## config.mk

```make
export PLATFORM = sky130hd
export DESIGN_NAME = restoring_divider_6by3
export DESIGN_NICKNAME = d
export VERILOG_FILES = /design/src/rtl/restoring_divider_6by3.sv
export SDC_FILE = /design/constraint.sdc
export NUM_CORES = 1
export LEC_CHECK = 0
export CORE_ASPECT_RATIO = 1.5
export CORE_UTILIZATION = 46
export DETAILED_ROUTE_END_ITERATION = 8
export MAX_ROUTING_LAYER = met4
export PLACE_DENSITY = 0.7
export SLEW_MARGIN = 20
export SYNTH_ARGS = -nofsm -noshare
export SYNTH_HDL_FRONTEND = slang
export SYNTH_SLANG_ARGS = --single-unit
```

## constraint.sdc

```tcl
create_clock -name clk -period 2.4 [get_ports clk]
set_input_delay 0.24 -clock clk [delete_from_list [all_inputs] [get_ports clk]]
set_output_delay 0.24 -clock clk [all_outputs]
set_load 0.02 [all_outputs]
```

## src/rtl/restoring_divider_6by3.sv

```systemverilog
// ---------------------------------------------------------------------------
// restoring_divider_6by3
//
// Sequential unsigned restoring divider. It is the inverse of the 3x3 array
// multiplier: a 6-bit dividend divided by a 3-bit divisor gives a 6-bit
// quotient and a 3-bit remainder, one quotient bit per clock.
//
// Ports:
//   clk          clock, all state on the rising edge
//   rst_n        asynchronous active-low reset
//   start        request, sampled only while the divider is idle
//   dividend     numerator, captured on the accepted start edge
//   divisor      denominator, captured on the accepted start edge
//   busy         high while iterating
//   done         one-cycle pulse when the result registers update
//   quotient     registered quotient of the last completed operation
//   remainder    registered remainder of the last completed operation
//   div_by_zero  registered divide-by-zero flag of the last operation
// ---------------------------------------------------------------------------
module restoring_divider_6by3 #(
    parameter int DIVIDEND_W = 6,
    parameter int DIVISOR_W  = 3
) (
    input  logic                  clk,
    input  logic                  rst_n,
    input  logic                  start,
    input  logic [DIVIDEND_W-1:0] dividend,
    input  logic [DIVISOR_W-1:0]  divisor,
    output logic                  busy,
    output logic                  done,
    output logic [DIVIDEND_W-1:0] quotient,
    output logic [DIVISOR_W-1:0]  remainder,
    output logic                  div_by_zero
);

    localparam int CNT_W = $clog2(DIVIDEND_W + 1);

    typedef enum logic {
        IDLE,
        RUN
    } state_t;

    state_t                state;
    state_t                state_next;

    logic [DIVIDEND_W-1:0] dvd_shift;
    logic [DIVISOR_W-1:0]  dsr_reg;
    // After every restoring step the partial remainder is below the divisor,
    // so its top bit is always zero and only DIVISOR_W bits need storing.
    // The shifted value used for the compare keeps the full DIVISOR_W+1 bits.
    logic [DIVISOR_W-1:0]  part_rem;
    // The last quotient bit goes straight into the result register, so the
    // working quotient only ever holds DIVIDEND_W-1 bits.
    logic [DIVIDEND_W-2:0] quo_work;
    logic [CNT_W-1:0]      count;
    logic                  zero_pending;

    logic                  accept;
    logic                  accept_run;
    logic                  accept_zero;
    logic                  last_step;
    logic [DIVISOR_W:0]    pr_shift;
    logic [DIVISOR_W:0]    pr_step;
    logic                  q_bit;

    // A start is only taken when idle and not finishing a divide-by-zero,
    // so a request in that one pending cycle cannot be half-accepted.
    assign accept      = (state == IDLE) && start && !zero_pending;
    assign accept_run  = accept && (divisor != '0);
    assign accept_zero = accept && (divisor == '0);
    assign last_step   = (state == RUN) && (count == CNT_W'(1));

    // State register
    always_ff @(posedge clk or negedge rst_n) begin
        if (!rst_n) begin
            state <= IDLE;
        end else begin
            state <= state_next;
        end
    end

    // Next-state logic
    always_comb begin
        state_next = state;
        case (state)
            IDLE: if (accept_run) state_next = RUN;
            RUN:  if (last_step)  state_next = IDLE;
            default: state_next = IDLE;
        endcase
    end

    // Output decode
    always_comb begin
        busy = 1'b0;
        if (state == RUN) busy = 1'b1;
    end

    // One restoring step: bring in the next dividend bit, trial-subtract,
    // and keep the difference only when it does not go negative.
    always_comb begin
        pr_shift = {part_rem, dvd_shift[DIVIDEND_W-1]};
        q_bit    = (pr_shift >= {1'b0, dsr_reg});
        pr_step  = pr_shift;
        if (q_bit) pr_step = pr_shift - {1'b0, dsr_reg};
    end

    // Working registers
    always_ff @(posedge clk or negedge rst_n) begin
        if (!rst_n) begin
            dvd_shift <= '0;
            dsr_reg   <= '0;
            part_rem  <= '0;
            quo_work  <= '0;
            count     <= '0;
        end else if (accept) begin
            dvd_shift <= dividend;
            dsr_reg   <= divisor;
            part_rem  <= '0;
            quo_work  <= '0;
            count     <= CNT_W'(DIVIDEND_W);
        end else if (state == RUN) begin
            dvd_shift <= dvd_shift << 1;
            part_rem  <= pr_step[DIVISOR_W-1:0];
            quo_work  <= {quo_work[DIVIDEND_W-3:0], q_bit};
            count     <= count - CNT_W'(1);
        end
    end

    // Result registers: they only move at completion and hold otherwise.
    always_ff @(posedge clk or negedge rst_n) begin
        if (!rst_n) begin
            done         <= 1'b0;
            quotient     <= '0;
            remainder    <= '0;
            div_by_zero  <= 1'b0;
            zero_pending <= 1'b0;
        end else begin
            done         <= 1'b0;
            zero_pending <= accept_zero;
            if (last_step) begin
                quotient    <= {quo_work, q_bit};
                remainder   <= pr_step[DIVISOR_W-1:0];
                div_by_zero <= 1'b0;
                done        <= 1'b1;
            end else if (zero_pending) begin
                quotient    <= '1;
                remainder   <= '0;
                div_by_zero <= 1'b1;
                done        <= 1'b1;
            end
        end
    end

endmodule

```

# Word-level counts from Yosys, hierarchy flattened
# Index checks and enable logic that the tools add are counted.
classes:
  n_lt_le_gt_ge: 1
  muxes: 21
  n_mul: 0
  n_div: 0
  n_bitwise: 1
  n_eq_ne: 1
  shift: 0
  n_reduce_logical: 10
  n_addsub: 2
op_table:
  columns: ["op", "n"]
  rows:
  - ["two-way mux 6 bit", 4]
  - ["two-way mux 3 bit", 7]
  - ["two-way mux 5 bit", 2]
  - ["two-way mux 1 bit", 7]
  - ["logical AND 1 bit", 5]
  - ["greater-or-equal comparator 4 x 3 -> 1 bit", 1]
  - ["nonzero test 2 bit", 2]
  - ["equality test 3 x 1 -> 1 bit, second input constant", 1]
  - ["zero test 3 bit", 1]
  - ["nonzero test 3 bit", 1]
  - ["subtractor 3 x 1 -> 3 bit, second input constant", 1]
  - ["subtractor 3 bit", 1]
  - ["case mux 1 bit (2 select lines)", 1]
  - ["zero test 1 bit", 1]
  - ["inverter 1 bit", 1]
totals:
  mem_count: 0
  wordCells: 47
  latch_bits: 0
  ram_bits: 0
  input_bits: 12
  ff_bits: 33
  romBits: 0

# Logic depth before layout (Yosys ltp)
depth:
  word_depth: 6
  mapped_depth: 6
  mapped_depth_nobuf: 6

# Least setup slack after synthesis
# Ideal clock, no wire load.
synth_timing:
  path_type: "flip-flop to flip-flop"
  startpoint: "reg dvd_shift[5]"
  endpoint: "reg part_rem[2]"
  t_arrival_ns: 1.617
  path_stages_with_launch: 7
  n_path_buf: 0
  setup_slack_ns: 0.657
  t_required_ns: 2.274
  path_cell_list: "dfrtp_1 -> inv_1 -> ha_1 -> fa_1 -> nor2b_2 -> nor3_4 -> a311o_1"
synth_via:
  elab_chain_len: 4
  word_cells_on_any_way: 5
  classes_between: "add/sub: 1; order compare: 1; mux: 3"
synth_lines:
  columns: ["element", "line_no", "source"]
  rows:
  - ["from (decl)", "46", "logic [DIVIDEND_W-1:0] dvd_shift;"]
  - ["from (signal assigned)", "116", "dvd_shift <= dividend;"]
  - ["from (signal assigned)", "122", "dvd_shift <= dvd_shift << 1;"]
  - ["greater-or-equal comparator 4 x 3 -> 1 bit or subtractor 3 bit (tied branches)", "102, 104", null]
  - ["two-way mux 3 bit (*)", "104", "if (q_bit) pr_step = pr_shift - {1'b0, dsr_reg};"]
  - ["two-way mux 3 bit (*)", "121", "end else if (state == RUN) begin"]
  - ["two-way mux 3 bit (*)", "115", "end else if (accept) begin"]
  - ["to (signal assigned)", "123", "part_rem <= pr_step[DIVISOR_W-1:0];"]
  - ["to (decl)", "51", "logic [DIVISOR_W-1:0] part_rem;"]
# Mark *: on every way between the ends. The rest lies on a longest branch, timed or not. The select of a mux whose other input is x is not followed.
# A chain may end at the register's enable or synchronous reset.

# Worst setup path in the final report
layout_timing:
  startpoint: "reg state"
  endpoint: "out busy"
layout_via:
  elab_chain_len: 1
layout_lines:
  columns: ["element", "line_no", "source"]
  rows:
  - ["from (decl)", "43", "state_t state;"]
  - ["from (signal assigned)", "78", "state <= state_next;"]
  - ["two-way mux 1 bit", "95", "if (state == RUN) busy = 1'b1;"]
  - ["to (decl)", "29", "output logic busy,"]
# No other way between the ends.

==> flow_summary.toml <==
[timing]
skew_ps = 3.19
worst_pin_slew_ps = 605
final.setup.worst_slack_ps = 427
final-setup-viol-count = 0
hold_viol_final = 0
max_freq_ghz = 0.507
min_period_ps = 1970
max_slew_margin_pct = 59.6
finalCritPeriodShare_pct = 82.2
fin_setup_tns_ps = 0
drv_slew = 0
rsz0062_at_grt = "false"

[layout]
drive_gt1_share_pct = 10.0
layout_commonest_cell = "dfrtp_1"
diodes = 0
area_growth_pct = 22.0
nets = 197
final_cells = 220
final_cell_mix = "dfrtp_1, nand2_1, clkdlybuf4s50_1"
reg_top3 = "dvd_shift: 6 flops, quotient: 6 flops, quo_work: 5 flops"

[detailed_routing]
wl_um = 3210
num_vias = 1202
postRouteAntennaNets = 0
drc = 0
dr.pass1.iters = 4
drt_iter0_drc = 49
routed_via_density = 5.46
wl_per_cell_um = 14.6

[worst_hold_path]
worstHoldPathType = "in2async"

[cts]
cts_root_buf = "clkbuf_8"
clk_latency_ps = 280
cts_tree = "yes"
clockBufferDepth = 2
htree_levels = 2
clkSinkCount = 33
numCtsBuffers = 5
cts_hold_buf = 0
post_cts_buffers = 0
clkTransAtPathRegs_ps = 70
cts_resized = 0

[logic_synthesis]
synth_fp_nets = 172
synth_enable_flop_cells = 0
ys_ff_latch = 33
syn_avg_cell_area_um2 = 10.4
ys_seq_area_share_pct = 51.4
async_flop_share_pct = 100
syn_inst = 154
ys_types = 38
synth_warnings = 0
ys.flop_type = "dfrtp_1"
syn_area_um2 = 1610

[grt]
antenna_found_initial = 0
track_usage_pct = 21.1
grt_pass1_wl_um = 5630
grt_pass1_vias = 1240
grt_max_degree = 34
grt_overflow = 0

[critical_path]
rr_worst_depth = 6
critical_path_required_ps = 2160
worst-path-max-fanout = 19
start_kind = "flip-flop"
worst-path-buf-inv = 1
reg2reg_slack_ps = 520
crit_chain = "clkdlybuf4s50_1"
cp_slowest_cell = "dfrtp_1"
slowest_delay_ps = 730
crit_path_end_kind = "primary output"
critPathKind = "reg2out"
r2r_end = "part_rem[2]"
crit_family = "flip-flops"
reg2reg_from = "dvd_shift[5]"
cp.arrival_ps = 1730

[flow_run]
drv_cap = 0

[floorplanning]
rows = 25
die_area_um2 = 3740
die_w_um = 50.3
initial_core_util_pct = 49.4
num_io_pins = 24
dieHeight_um = 74.4
core-area_um2 = 3250

[placement]
portBuffers = 23
dp_slack_ps = 530
place_inst = 212
gp_congestion = 0.845
dp_hpwl_um = 2270

[pwr]
irDropWorstVdd_v = 0.000740
p_per_area_nw_per_um2 = 1440
leakage_uw = 0.000909

[status]
status = "finished clean"
==> logic make-up (layout without fill, tap and decap cells) <==
| logic type | Yosys count | after routing | synth area share [%] |
|---|---|---|---|
| buffers and inverters | 18 | 44 | 5.68 |
| muxes | 2 | 2 | 1.32 |
| adders and majority gates | 6 | 6 | 5.14 |
| xor gates and xnor gates | 1 | 1 | 0.545 |
| and+or+nand+nor | 53 | 53 | 18.2 |
| DFF | 33 | 33 | 51.4 |
| AOI/OAI and AO/OA | 41 | 41 | 17.7 |
==> layout make-up <==
cell class                      count  area, um2
Clock inverter                      1       5.00
Sequential cell                    33        826
Timing Repair Buffer               27        260
Clock buffer                        7       96.3
Tap cell                           40       50.0
Multi-Input combinational cell    103        691
Fill cell                         306       1290
Inverter                            9       33.8
==> per-layer routing <==
layer  global-route usage [%]  wire [um]
met5                        -          0
met4                     9.21         53
met3                     5.73        110
met2                     35.9       1650
met1                     22.9       1390
==> how the worst max path moves through the flow <==
stage | start | end | slack (ps) | cells past startpoint
6_report | state | busy | 430 | 1
3_5_place_dp | dvd_shift[5] | part_rem[2] | 530 | 6
2_1_floorplan | dvd_shift[5] | part_rem[2] | 660 | 6
5_1_grt | state | busy | 360 | 1
4_1_cts | state | busy | 410 | 1
3_3_place_gp | dvd_shift[5] | part_rem[2] | 600 | 6
==> report_power, final <==
group	internal, uW	switching, uW
registers	809	190
logic	635	727
clock network	259	198
==> Yosys cell counts (4+ instances only) <==
cell	count	area, um2
a21o_1	4	30.0
a22o_1	4	35.0
buf_2	4	20.0
dfrtp_1	33	826
ha_1	5	62.6
inv_1	9	33.8
nand2_1	29	109
nand3b_1	6	45.0
nor2_1	4	15.0
o2111ai_1	5	43.8
o21ai_0	8	40.0
o21ai_1	9	45.0
==> metrics by stage <==
step	utilization [%]	cell area, um2	hold WS, ps	total power [uW]
after floorplan	-	1610	-55.6	1960
after global placement	57.2	1860	459	2300
after detailed placement	57.2	1860	481	2370
after CTS	60.3	1960	381	2840
after global routing	60.3	1960	421	3040
final	60.3	1960	363	2820
Power figures use the tool's default switching activity.
